==> config.mk <==
export PLATFORM = sky130hd
export DESIGN_NAME = eth_tx_arbiter_flat
export DESIGN_NICKNAME = d
export VERILOG_FILES = /design/src/rtl/eth_tx_arbiter_if.sv /design/src/rtl/eth_tx_arbiter.sv /design/src/flat_wrapper.sv
export SDC_FILE = /design/constraint.sdc
export NUM_CORES = 1
export LEC_CHECK = 0
export CAP_MARGIN = 20
export CORE_ASPECT_RATIO = 0.75
export CORE_MARGIN = 1
export CORE_UTILIZATION = 55
export DETAILED_ROUTE_END_ITERATION = 12
export PLACE_DENSITY = 0.84
export SYNTH_ARGS = -nofsm -noshare
export SYNTH_HDL_FRONTEND = slang
export SYNTH_SLANG_ARGS = --single-unit
==> constraint.sdc <==
create_clock -name clk -period 5 [get_ports clk]
set_clock_uncertainty 0.15 [all_clocks]
set_input_delay 1 -clock clk [delete_from_list [all_inputs] [get_ports clk]]
set_output_delay 1 -clock clk [all_outputs]
set_load 0.1 [all_outputs]
==> src/rtl/eth_tx_arbiter_if.sv <==
// Requester byte streams plus the RMII TX dibit stream of eth_tx_arbiter.
// The master side drives requests; the slave side is the arbiter.
interface eth_tx_arbiter_if #(
    parameter int unsigned NUM_REQ = 2
);
    logic [NUM_REQ-1:0]         req_valid;
    logic [NUM_REQ*8-1:0]       req_data;
    logic [NUM_REQ-1:0]         req_last;
    logic [NUM_REQ-1:0]         req_ready;
    logic                       axiov;
    logic [1:0]                 axiod;
    logic [$clog2(NUM_REQ)-1:0] grant;
    logic                       frame_done;
    logic                       underrun;

    modport master (
        output req_valid, req_data, req_last,
        input  req_ready, axiov, axiod, grant, frame_done, underrun
    );

    modport slave (
        input  req_valid, req_data, req_last,
        output req_ready, axiov, axiod, grant, frame_done, underrun
    );
endinterface

==> src/rtl/eth_tx_arbiter.sv <==
// Round-robin RMII TX scheduler: preamble/SFD, LSB-first payload dibits, then inter-frame gap.
// Defining ETH_TX_FCS_EN appends a CRC-32 FCS after the payload.
module eth_tx_arbiter #(
    parameter int unsigned NUM_REQ    = 2,
    parameter int unsigned IFG_DIBITS = 48
) (
    input logic             clk,
    input logic             rst_n,
    eth_tx_arbiter_if.slave bus
);
    localparam int unsigned GrantW = $clog2(NUM_REQ);
    localparam int unsigned CntMax = (IFG_DIBITS > 32) ? IFG_DIBITS : 32;
    localparam int unsigned CntW   = $clog2(CntMax);

`ifdef ETH_TX_FCS_EN
    typedef enum logic [2:0] {StIdle, StPreamble, StPayload, StFcs, StIfg} state_e;
`else
    typedef enum logic [1:0] {StIdle, StPreamble, StPayload, StIfg} state_e;
`endif

    state_e              state_q, state_d;
    logic [CntW-1:0]     cnt_q, cnt_d;
    logic [1:0]          dib_q, dib_d;
    logic [7:0]          byte_q, byte_d;
    logic                last_q, last_d;
    logic [GrantW-1:0]   grant_q, grant_d;
    logic [GrantW-1:0]   rr_q, rr_d;
    logic                axiov_q, axiov_d;
    logic [1:0]          axiod_q, axiod_d;
    logic                frame_done_q, frame_done_d;
    logic                underrun_q, underrun_d;

    logic [GrantW-1:0]   pick, pick_lo, pick_hi;
    logic                found_lo, found_hi;
    logic                fetch;
    logic                cur_valid, cur_last;
    logic [7:0]          cur_data;

`ifdef ETH_TX_FCS_EN
    logic [31:0]         crc_q, crc_d;
    logic [31:0]         fcs;

    // Reflected CRC-32, one byte per call.
    function automatic logic [31:0] crc_byte(input logic [31:0] crc, input logic [7:0] data);
        logic [31:0] c;
        c = crc ^ {24'h0, data};
        for (int k = 0; k < 8; k++) begin
            c = c[0] ? ((c >> 1) ^ 32'hEDB8_8320) : (c >> 1);
        end
        return c;
    endfunction

    assign fcs = ~crc_q;
`endif

    // Requesters at or after rr_q win first; otherwise wrap to the lowest valid index.
    always_comb begin
        pick_lo  = '0;
        pick_hi  = '0;
        found_lo = 1'b0;
        found_hi = 1'b0;
        for (int i = int'(NUM_REQ) - 1; i >= 0; i--) begin
            if (bus.req_valid[i]) begin
                pick_lo  = GrantW'(i);
                found_lo = 1'b1;
                if (GrantW'(i) >= rr_q) begin
                    pick_hi  = GrantW'(i);
                    found_hi = 1'b1;
                end
            end
        end
        pick = found_hi ? pick_hi : pick_lo;
    end

    always_comb begin
        cur_valid = 1'b0;
        cur_last  = 1'b0;
        cur_data  = '0;
        for (int i = 0; i < int'(NUM_REQ); i++) begin
            if (GrantW'(i) == grant_q) begin
                cur_valid = bus.req_valid[i];
                cur_last  = bus.req_last[i];
                cur_data  = bus.req_data[8*i +: 8];
            end
        end
    end

    // A byte is fetched during the SFD dibit and the last dibit of every non-final byte.
    always_comb begin
        fetch = ((state_q == StPreamble) && (cnt_q == CntW'(31))) ||
                ((state_q == StPayload) && (dib_q == 2'd3) && !last_q);
        bus.req_ready = '0;
        if (fetch) begin
            bus.req_ready[grant_q] = 1'b1;
        end
    end

    always_comb begin
        state_d      = state_q;
        cnt_d        = cnt_q;
        dib_d        = dib_q;
        byte_d       = byte_q;
        last_d       = last_q;
        grant_d      = grant_q;
        rr_d         = rr_q;
        axiov_d      = axiov_q;
        axiod_d      = axiod_q;
        frame_done_d = 1'b0;
        underrun_d   = 1'b0;
`ifdef ETH_TX_FCS_EN
        crc_d        = crc_q;
`endif
        if (fetch) begin
            if (cur_valid) begin
                byte_d  = cur_data;
                last_d  = cur_last;
                dib_d   = 2'd0;
                axiod_d = cur_data[1:0];
                state_d = StPayload;
`ifdef ETH_TX_FCS_EN
                crc_d   = crc_byte(crc_q, cur_data);
`endif
            end else begin
                axiov_d    = 1'b0;
                axiod_d    = 2'b00;
                underrun_d = 1'b1;
                cnt_d      = '0;
                state_d    = StIfg;
            end
        end else begin
            unique case (state_q)
                StIdle: begin
                    if (found_lo) begin
                        grant_d = pick;
                        rr_d    = (pick == GrantW'(NUM_REQ - 1)) ? '0 : pick + GrantW'(1);
                        cnt_d   = '0;
                        last_d  = 1'b0;
                        axiov_d = 1'b1;
                        axiod_d = 2'b01;
                        state_d = StPreamble;
`ifdef ETH_TX_FCS_EN
                        crc_d   = '1;
`endif
                    end
                end
                StPreamble: begin
                    cnt_d   = cnt_q + CntW'(1);
                    axiod_d = (cnt_q == CntW'(30)) ? 2'b11 : 2'b01;
                end
                StPayload: begin
                    if (dib_q != 2'd3) begin
                        dib_d   = dib_q + 2'd1;
                        axiod_d = byte_q[{dib_d, 1'b0} +: 2];
                    end else begin
                        cnt_d = '0;
`ifdef ETH_TX_FCS_EN
                        axiod_d = fcs[1:0];
                        state_d = StFcs;
`else
                        axiov_d      = 1'b0;
                        axiod_d      = 2'b00;
                        frame_done_d = 1'b1;
                        state_d      = StIfg;
`endif
                    end
                end
`ifdef ETH_TX_FCS_EN
                StFcs: begin
                    if (cnt_q == CntW'(15)) begin
                        cnt_d        = '0;
                        axiov_d      = 1'b0;
                        axiod_d      = 2'b00;
                        frame_done_d = 1'b1;
                        state_d      = StIfg;
                    end else begin
                        cnt_d   = cnt_q + CntW'(1);
                        axiod_d = fcs[{cnt_d[3:0], 1'b0} +: 2];
                    end
                end
`endif
                StIfg: begin
                    if (cnt_q == CntW'(IFG_DIBITS - 1)) begin
                        cnt_d   = '0;
                        state_d = StIdle;
                    end else begin
                        cnt_d = cnt_q + CntW'(1);
                    end
                end
                default: state_d = StIdle;
            endcase
        end
    end

    always_ff @(posedge clk or negedge rst_n) begin
        if (!rst_n) begin
            state_q      <= StIdle;
            cnt_q        <= '0;
            dib_q        <= '0;
            byte_q       <= '0;
            last_q       <= 1'b0;
            grant_q      <= '0;
            rr_q         <= '0;
            axiov_q      <= 1'b0;
            axiod_q      <= 2'b00;
            frame_done_q <= 1'b0;
            underrun_q   <= 1'b0;
`ifdef ETH_TX_FCS_EN
            crc_q        <= '1;
`endif
        end else begin
            state_q      <= state_d;
            cnt_q        <= cnt_d;
            dib_q        <= dib_d;
            byte_q       <= byte_d;
            last_q       <= last_d;
            grant_q      <= grant_d;
            rr_q         <= rr_d;
            axiov_q      <= axiov_d;
            axiod_q      <= axiod_d;
            frame_done_q <= frame_done_d;
            underrun_q   <= underrun_d;
`ifdef ETH_TX_FCS_EN
            crc_q        <= crc_d;
`endif
        end
    end

    assign bus.axiov      = axiov_q;
    assign bus.axiod      = axiod_q;
    assign bus.grant      = grant_q;
    assign bus.frame_done = frame_done_q;
    assign bus.underrun   = underrun_q;
endmodule

==> src/flat_wrapper.sv <==
// flat-port wrapper written by rule: the top's interface ports become plain ports
module eth_tx_arbiter_flat 
#(
    parameter int unsigned NUM_REQ    = 2,
    parameter int unsigned IFG_DIBITS = 48
)
  (clk, rst_n, bus_req_valid, bus_req_data, bus_req_last, bus_req_ready, bus_axiov, bus_axiod, bus_grant, bus_frame_done, bus_underrun);
  eth_tx_arbiter_if #(.NUM_REQ(NUM_REQ)) bus_i ();
  input logic clk;
  input logic rst_n;
  input wire logic [$bits(bus_i.req_valid)-1:0] bus_req_valid;
  input wire logic [$bits(bus_i.req_data)-1:0] bus_req_data;
  input wire logic [$bits(bus_i.req_last)-1:0] bus_req_last;
  output wire logic [$bits(bus_i.req_ready)-1:0] bus_req_ready;
  output wire logic [$bits(bus_i.axiov)-1:0] bus_axiov;
  output wire logic [$bits(bus_i.axiod)-1:0] bus_axiod;
  output wire logic [$bits(bus_i.grant)-1:0] bus_grant;
  output wire logic [$bits(bus_i.frame_done)-1:0] bus_frame_done;
  output wire logic [$bits(bus_i.underrun)-1:0] bus_underrun;
  assign bus_i.req_valid = bus_req_valid;
  assign bus_i.req_data = bus_req_data;
  assign bus_i.req_last = bus_req_last;
  assign bus_req_ready = bus_i.req_ready;
  assign bus_axiov = bus_i.axiov;
  assign bus_axiod = bus_i.axiod;
  assign bus_grant = bus_i.grant;
  assign bus_frame_done = bus_i.frame_done;
  assign bus_underrun = bus_i.underrun;
  eth_tx_arbiter #(.NUM_REQ(NUM_REQ), .IFG_DIBITS(IFG_DIBITS)) u_core (.clk(clk), .rst_n(rst_n), .bus(bus_i));
endmodule
; Word-level counts from Yosys, hierarchy flattened
; Cells that the tools add are included.
[op_classes]
n_addsub = 3
n_lt_le_gt_ge = 4
n_eq_ne = 13
shifts = 1
muxes = 52
bitwise_logic = 1
reduce_logical = 22
[op_table]
columns = cell, n
row1 = $mux 6, 5
row2 = $mux 1, 28
row3 = $mux 2, 13
row4 = $pmux 6 s4, 1
row5 = $eq 6x5->1 const B, 2
row6 = $pmux 2 s3, 2
row7 = $reduce_and 3->1, 4
row8 = $mux 8, 1
row9 = $reduce_and 4->1, 2
row10 = $reduce_bool 2->1, 4
row11 = $reduce_bool 4->1, 2
row12 = $shiftx 8x4->2, 1
row13 = $add 6x1->6 const B, 1
row14 = $eq 2x2->1 const B, 3
row15 = $eq 6x6->1 const B, 1
row16 = $ne 2x2->1 const B, 3
row17 = $ne 3x1->1 const B, 2
row18 = $logic_and 1x1->1, 4
row19 = $reduce_and 2->1, 2
row20 = $ne 3x2->1 const B, 1
row21 = $reduce_bool 3->1, 1
row22 = $add 2x1->2 const B, 1
row23 = $eq 2x1->1 const B, 1
row24 = $ge 1x1->1 const A, 2
row25 = 9 further kinds, 9
[word_totals]
ff_bits = 26
in_bits = 22
word_cells = 107

; Depth between registers and ports, before layout
[logic_depth]
word_depth = 8
mapped_depth = 9
ltp_nobuf = 7

; Worst setup path after synthesis
; OpenSTA, ideal clock, no wires.
[synth_path]
path_type = reg2out
start = register u_core.grant_q, in the netlist u_core.bus.grant
end = output port bus_req_ready[0]
arrival_time_ps = 2600
path_slack_ps = 1250
path_stages_with_launch = 4
path_cell_list = dfrtp_1 clkbuf_1 clkbuf_1 nor2_1
[synth_between]
elab_chain_len = 5
elab_cells_between_ends = 6
classes_between = 2 x order compare / 3 x mux / 1 x reduce/logical
[synth_lines]
columns = element, line_no
row1 = from (decl), eth_tx_arbiter.sv:26  ; logic [GrantW-1:0] grant_q, grant_d;
row2 = from (signal assigned), eth_tx_arbiter.sv:216  ; grant_q <= grant_d;
row3 = $lt 1x2->1 (not written as such) / $ge 1x1->1 (equally long branches), eth_tx_arbiter.sv:94  ; bus.req_ready[grant_q] = 1'b1;
row4 = $logic_and 1x1->1 (not written as such), eth_tx_arbiter.sv:94
row5 = $mux 1 (not written as such), eth_tx_arbiter.sv:94
row6 = $demux 1 s1 *, -
row7 = $mux 2 *, eth_tx_arbiter.sv:93  ; if (fetch) begin
row8 = to (decl), flat_wrapper.sv:14  ; output wire logic [$bits(bus_i.req_ready)-1:0] bus_req_ready;
; Mark *: on every way between the ends. The rest lies on a longest branch, timed or not.

; Worst setup path after layout
[layout_path]
start = register u_core.state_q[0]
end = output port bus_req_ready[0]
[layout_between]
elab_chain_len = 5
elab_cells_between_ends = 7
classes_between = 2 x eq/ne / 1 x mux / 4 x reduce/logical
[layout_lines]
columns = element, line_no
row1 = from (decl), eth_tx_arbiter.sv:21  ; state_e state_q, state_d;
row2 = from (signal assigned), eth_tx_arbiter.sv:196  ; state_q <= StIdle;
row3 = from (signal assigned), eth_tx_arbiter.sv:211  ; state_q <= state_d;
row4 = $eq 2x2->1, eth_tx_arbiter.sv:91  ; ((state_q == StPayload) && (dib_q == 2'd3) && !last_q);
row5 = $logic_and 1x1->1 (2 in series), eth_tx_arbiter.sv:91
row6 = $logic_or 1x1->1 *, eth_tx_arbiter.sv:90  ; fetch = ((state_q == StPreamble) && (cnt_q == CntW'(31))) ||
row7 = $mux 2 *, eth_tx_arbiter.sv:93
; Marked as above.

==> reports/results.tsv <==
metric	value	unit
# nets final	219	
DR pass1 iterations	4	
CTS Buffer Depth	2	
Hold Vio Cnt, Final	0	
Global Route Usage Sum	26.0	%
status	finished, final reports clean	
cell count of the worst hold path	2	
VDD IR max	0.237	mV
fmax	256	MHz
layout cell share with drive strength beyond 1	10.6	%
hold buffers post-CTS	0	
# Post-CTS Setup Buffers	0	
worst hold endpoint	u_core.byte_q[5]$_DFFE_PN0P_	
final worst path period need	3910	ps
cell count after synthesis	158	
arrival time of the worst setup path	2760	ps
remaining antenna violation count	0	
first-pass GRT wire length	5.83	mm
Fillers	215	
critical path class	reg -> out	
Clk pin slew, worst setup/hold paths	90	ps
GRT Max-Usage Layer	met2	
EDFF count, synth	0	
total CTS buffers	3	
worst min path class	reg -> reg	
Die Span Y	48.1	um
largest net degree at the start of global routing	27	
vias in the first global route	1217	
Synth area leader	dfrtp_1	
clk root buf	clkbuf_8	
# setup viols final	0	
pwr dens	382	mW/mm2
P&R area growth vs syn	23.7	%
R2R Path End	u_core.last_q$_DFFE_PN0P_	
Pins Over Slew Limit	0	
# diodes	0	
register area share after synthesis	41.8	%
fin crit share	78.1	%
Top FF cell, synth	dfrtp_1	
worst endpoint required time	3850	ps
LEAKAGE	0.000854	uW
antenna violations before repair	0	
# resized after CTS	0	
Fin Hold WS	341	ps
vias per cell	5.91	
Boundary Pins	30	
Port Buffers	29	
Routability Congestion	0.841	
setup TNS	0	ps
reg2reg setup slack	2510	ps
met2 Resource Use GR	45.1	%
Ys Warns	0	
Unique masters post-synth	41	
Hold Path Origin	u_core.byte_q[5]$_DFFE_PN0P_	
Clock Latency Late Sink	280	ps
Routed wire per std cell	16.1	um
CTS tree	built	
FF-to-FF Start	u_core.state_q[1]$_DFFE_PN0P_	
r2r worst-path depth	7	
DR iter-0 viols	65	
DRC	0	
Mapped Nets	188	
RSZ-0062 raised after global routing	no	
die area	0.00305	mm2
count of clock tree sinks	26	
CP max FO	7	
WL final	3.61	mm
#FFs+latches synth	26	
Synth area leaders	dfrtp_1 (42%), mux2i_1 (7.7%), ha_1 (6.4%)	
met3 Use GR	8.18	%
htree depth	1	
total gr overflow	0	
asr flop ratio synth	100	%
estimated wirelength of the detail-placed design	2.68	mm
max-cap violations	0	
Setup crit start kind	register	
area share of the largest cell type after synthesis	41.8	%
max_slew headroom	35.6	%
crit path capture type	output pin	
via count	1324	
# rows	16	
Die Wd	63.5	um
M1 GR Usage	31.3	%
Syn Area/Cell	9.86	um2
Slew @ Worst Pin	964	ps
core area	0.00264	mm2
Syn Std Cell Area	0.00156	mm2
Initial Util	58.9	%
## power by group
group,switching [uW],leakage (uW),internal (uW)
Clock,69.4,0.0000288,70.6
Combinational,163,0.000500,124
Sequential,61.2,0.000325,246
Total,294,0.000854,441
## cells by family after synthesis
group	Yosys count	synth area share, %
adders and majority gates	8	6.43
muxes	16	12.0
buffers and inverters	11	3.61
AOI/OAI and AO/OA	40	18.2
DFF	26	41.8
and+or+nand+nor	57	17.9
## critical path, stage by stage (launching register included)
cell             delay (ps)
dfrtp_1                 430
inv_1                   110
ha_1                    300
nand2_1                 190
a2bb2oi_4               200
nor2_1                   90
clkdlybuf4s50_1        1140
## layout by cell type (no fill, tap or decap), types with 2 or more instances in the layout
master and count:
nor2_1 11, and2_1 2, nand2_1 24, clkdlybuf4s50_1 28
nor2b_1 2, a31oi_1 2, o21ai_0 14, clkbuf_8 4
inv_1 6, nor3_1 5, nand3_1 5, ha_1 8
dfrtp_1 26, mux4_2 2, mux2_2 2, mux2i_1 12
buf_4 3, a22o_1 3, a21oi_1 4, o22ai_1 3
## registers in the layout, summed over array words and instances, names as in the netlist
signal and flops:
u_core.byte_q 8, u_core.rr_q 1, u_core.bus.frame_done 1, u_core.dib_q 2
u_core.cnt_q 6, u_core.bus.underrun 1, u_core.bus.grant 1, u_core.bus.axiov 1
u_core.last_q 1, u_core.bus.axiod 2, u_core.state_q 2
## cell usage after synthesis (2+ instances only)
| cell | instances |
|---|---|
| nor3_1 | 5 |
| clkbuf_1 | 3 |
| mux4_2 | 2 |
| mux2i_1 | 12 |
| nand3_1 | 5 |
| mux2_2 | 2 |
| a21oi_1 | 4 |
| nor2_1 | 11 |
| nor2b_1 | 2 |
| nand2_1 | 24 |
| a31oi_1 | 2 |
| inv_1 | 6 |
| a22o_1 | 3 |
| o21ai_0 | 14 |
| ha_1 | 8 |
| o22ai_1 | 3 |
| buf_6 | 2 |
| and2_1 | 2 |
| dfrtp_1 | 26 |
## worst max-delay path by stage
stage,from,to,depth (start not counted)
after floorplan,u_core.bus.grant$_DFFE_PN0P_,bus_req_ready[0],3
after global placement,u_core.state_q[1]$_DFFE_PN0P_,bus_req_ready[0],6
after detailed placement,u_core.state_q[0]$_DFFE_PN0P_,bus_req_ready[0],6
after CTS,u_core.state_q[0]$_DFFE_PN0P_,bus_req_ready[0],6
after global routing,u_core.state_q[0]$_DFFE_PN0P_,bus_req_ready[0],6
final,u_core.state_q[0]$_DFFE_PN0P_,bus_req_ready[0],6
## metal layers
layer / up-vias / routed length [um]
met5: - / 0
met4: 0 / 64
met3: 11 / 230
met2: 56 / 1810
met1: 626 / 1500
li1: 631 / -
## cell type report
cell class / count / area, um2 / area share (%)
repair buffers: 31 / 303 / 15.7
multi-input cells: 121 / 851 / 44.2
inverters: 6 / 22.5 / 1.17
clock buffers: 4 / 55.1 / 2.86
well taps: 36 / 45.0 / 2.34
flip-flops and latches: 26 / 651 / 33.8
## per-stage QoR
step           std cells  area (um2)  power [uW]  utilization, %  worst slack [ps]
3_5_place_dp         220        1870         597            70.8              1430
6_report             224        1930         735            72.9              1090
3_3_place_gp         220        1870         578            70.8              1510
4_1_cts              224        1930         737            72.9              1090
5_1_grt              224        1930         777            72.9               957
2_1_floorplan        158        1560         513               -              1250
Note: power is estimated with default switching activity, not from simulation.
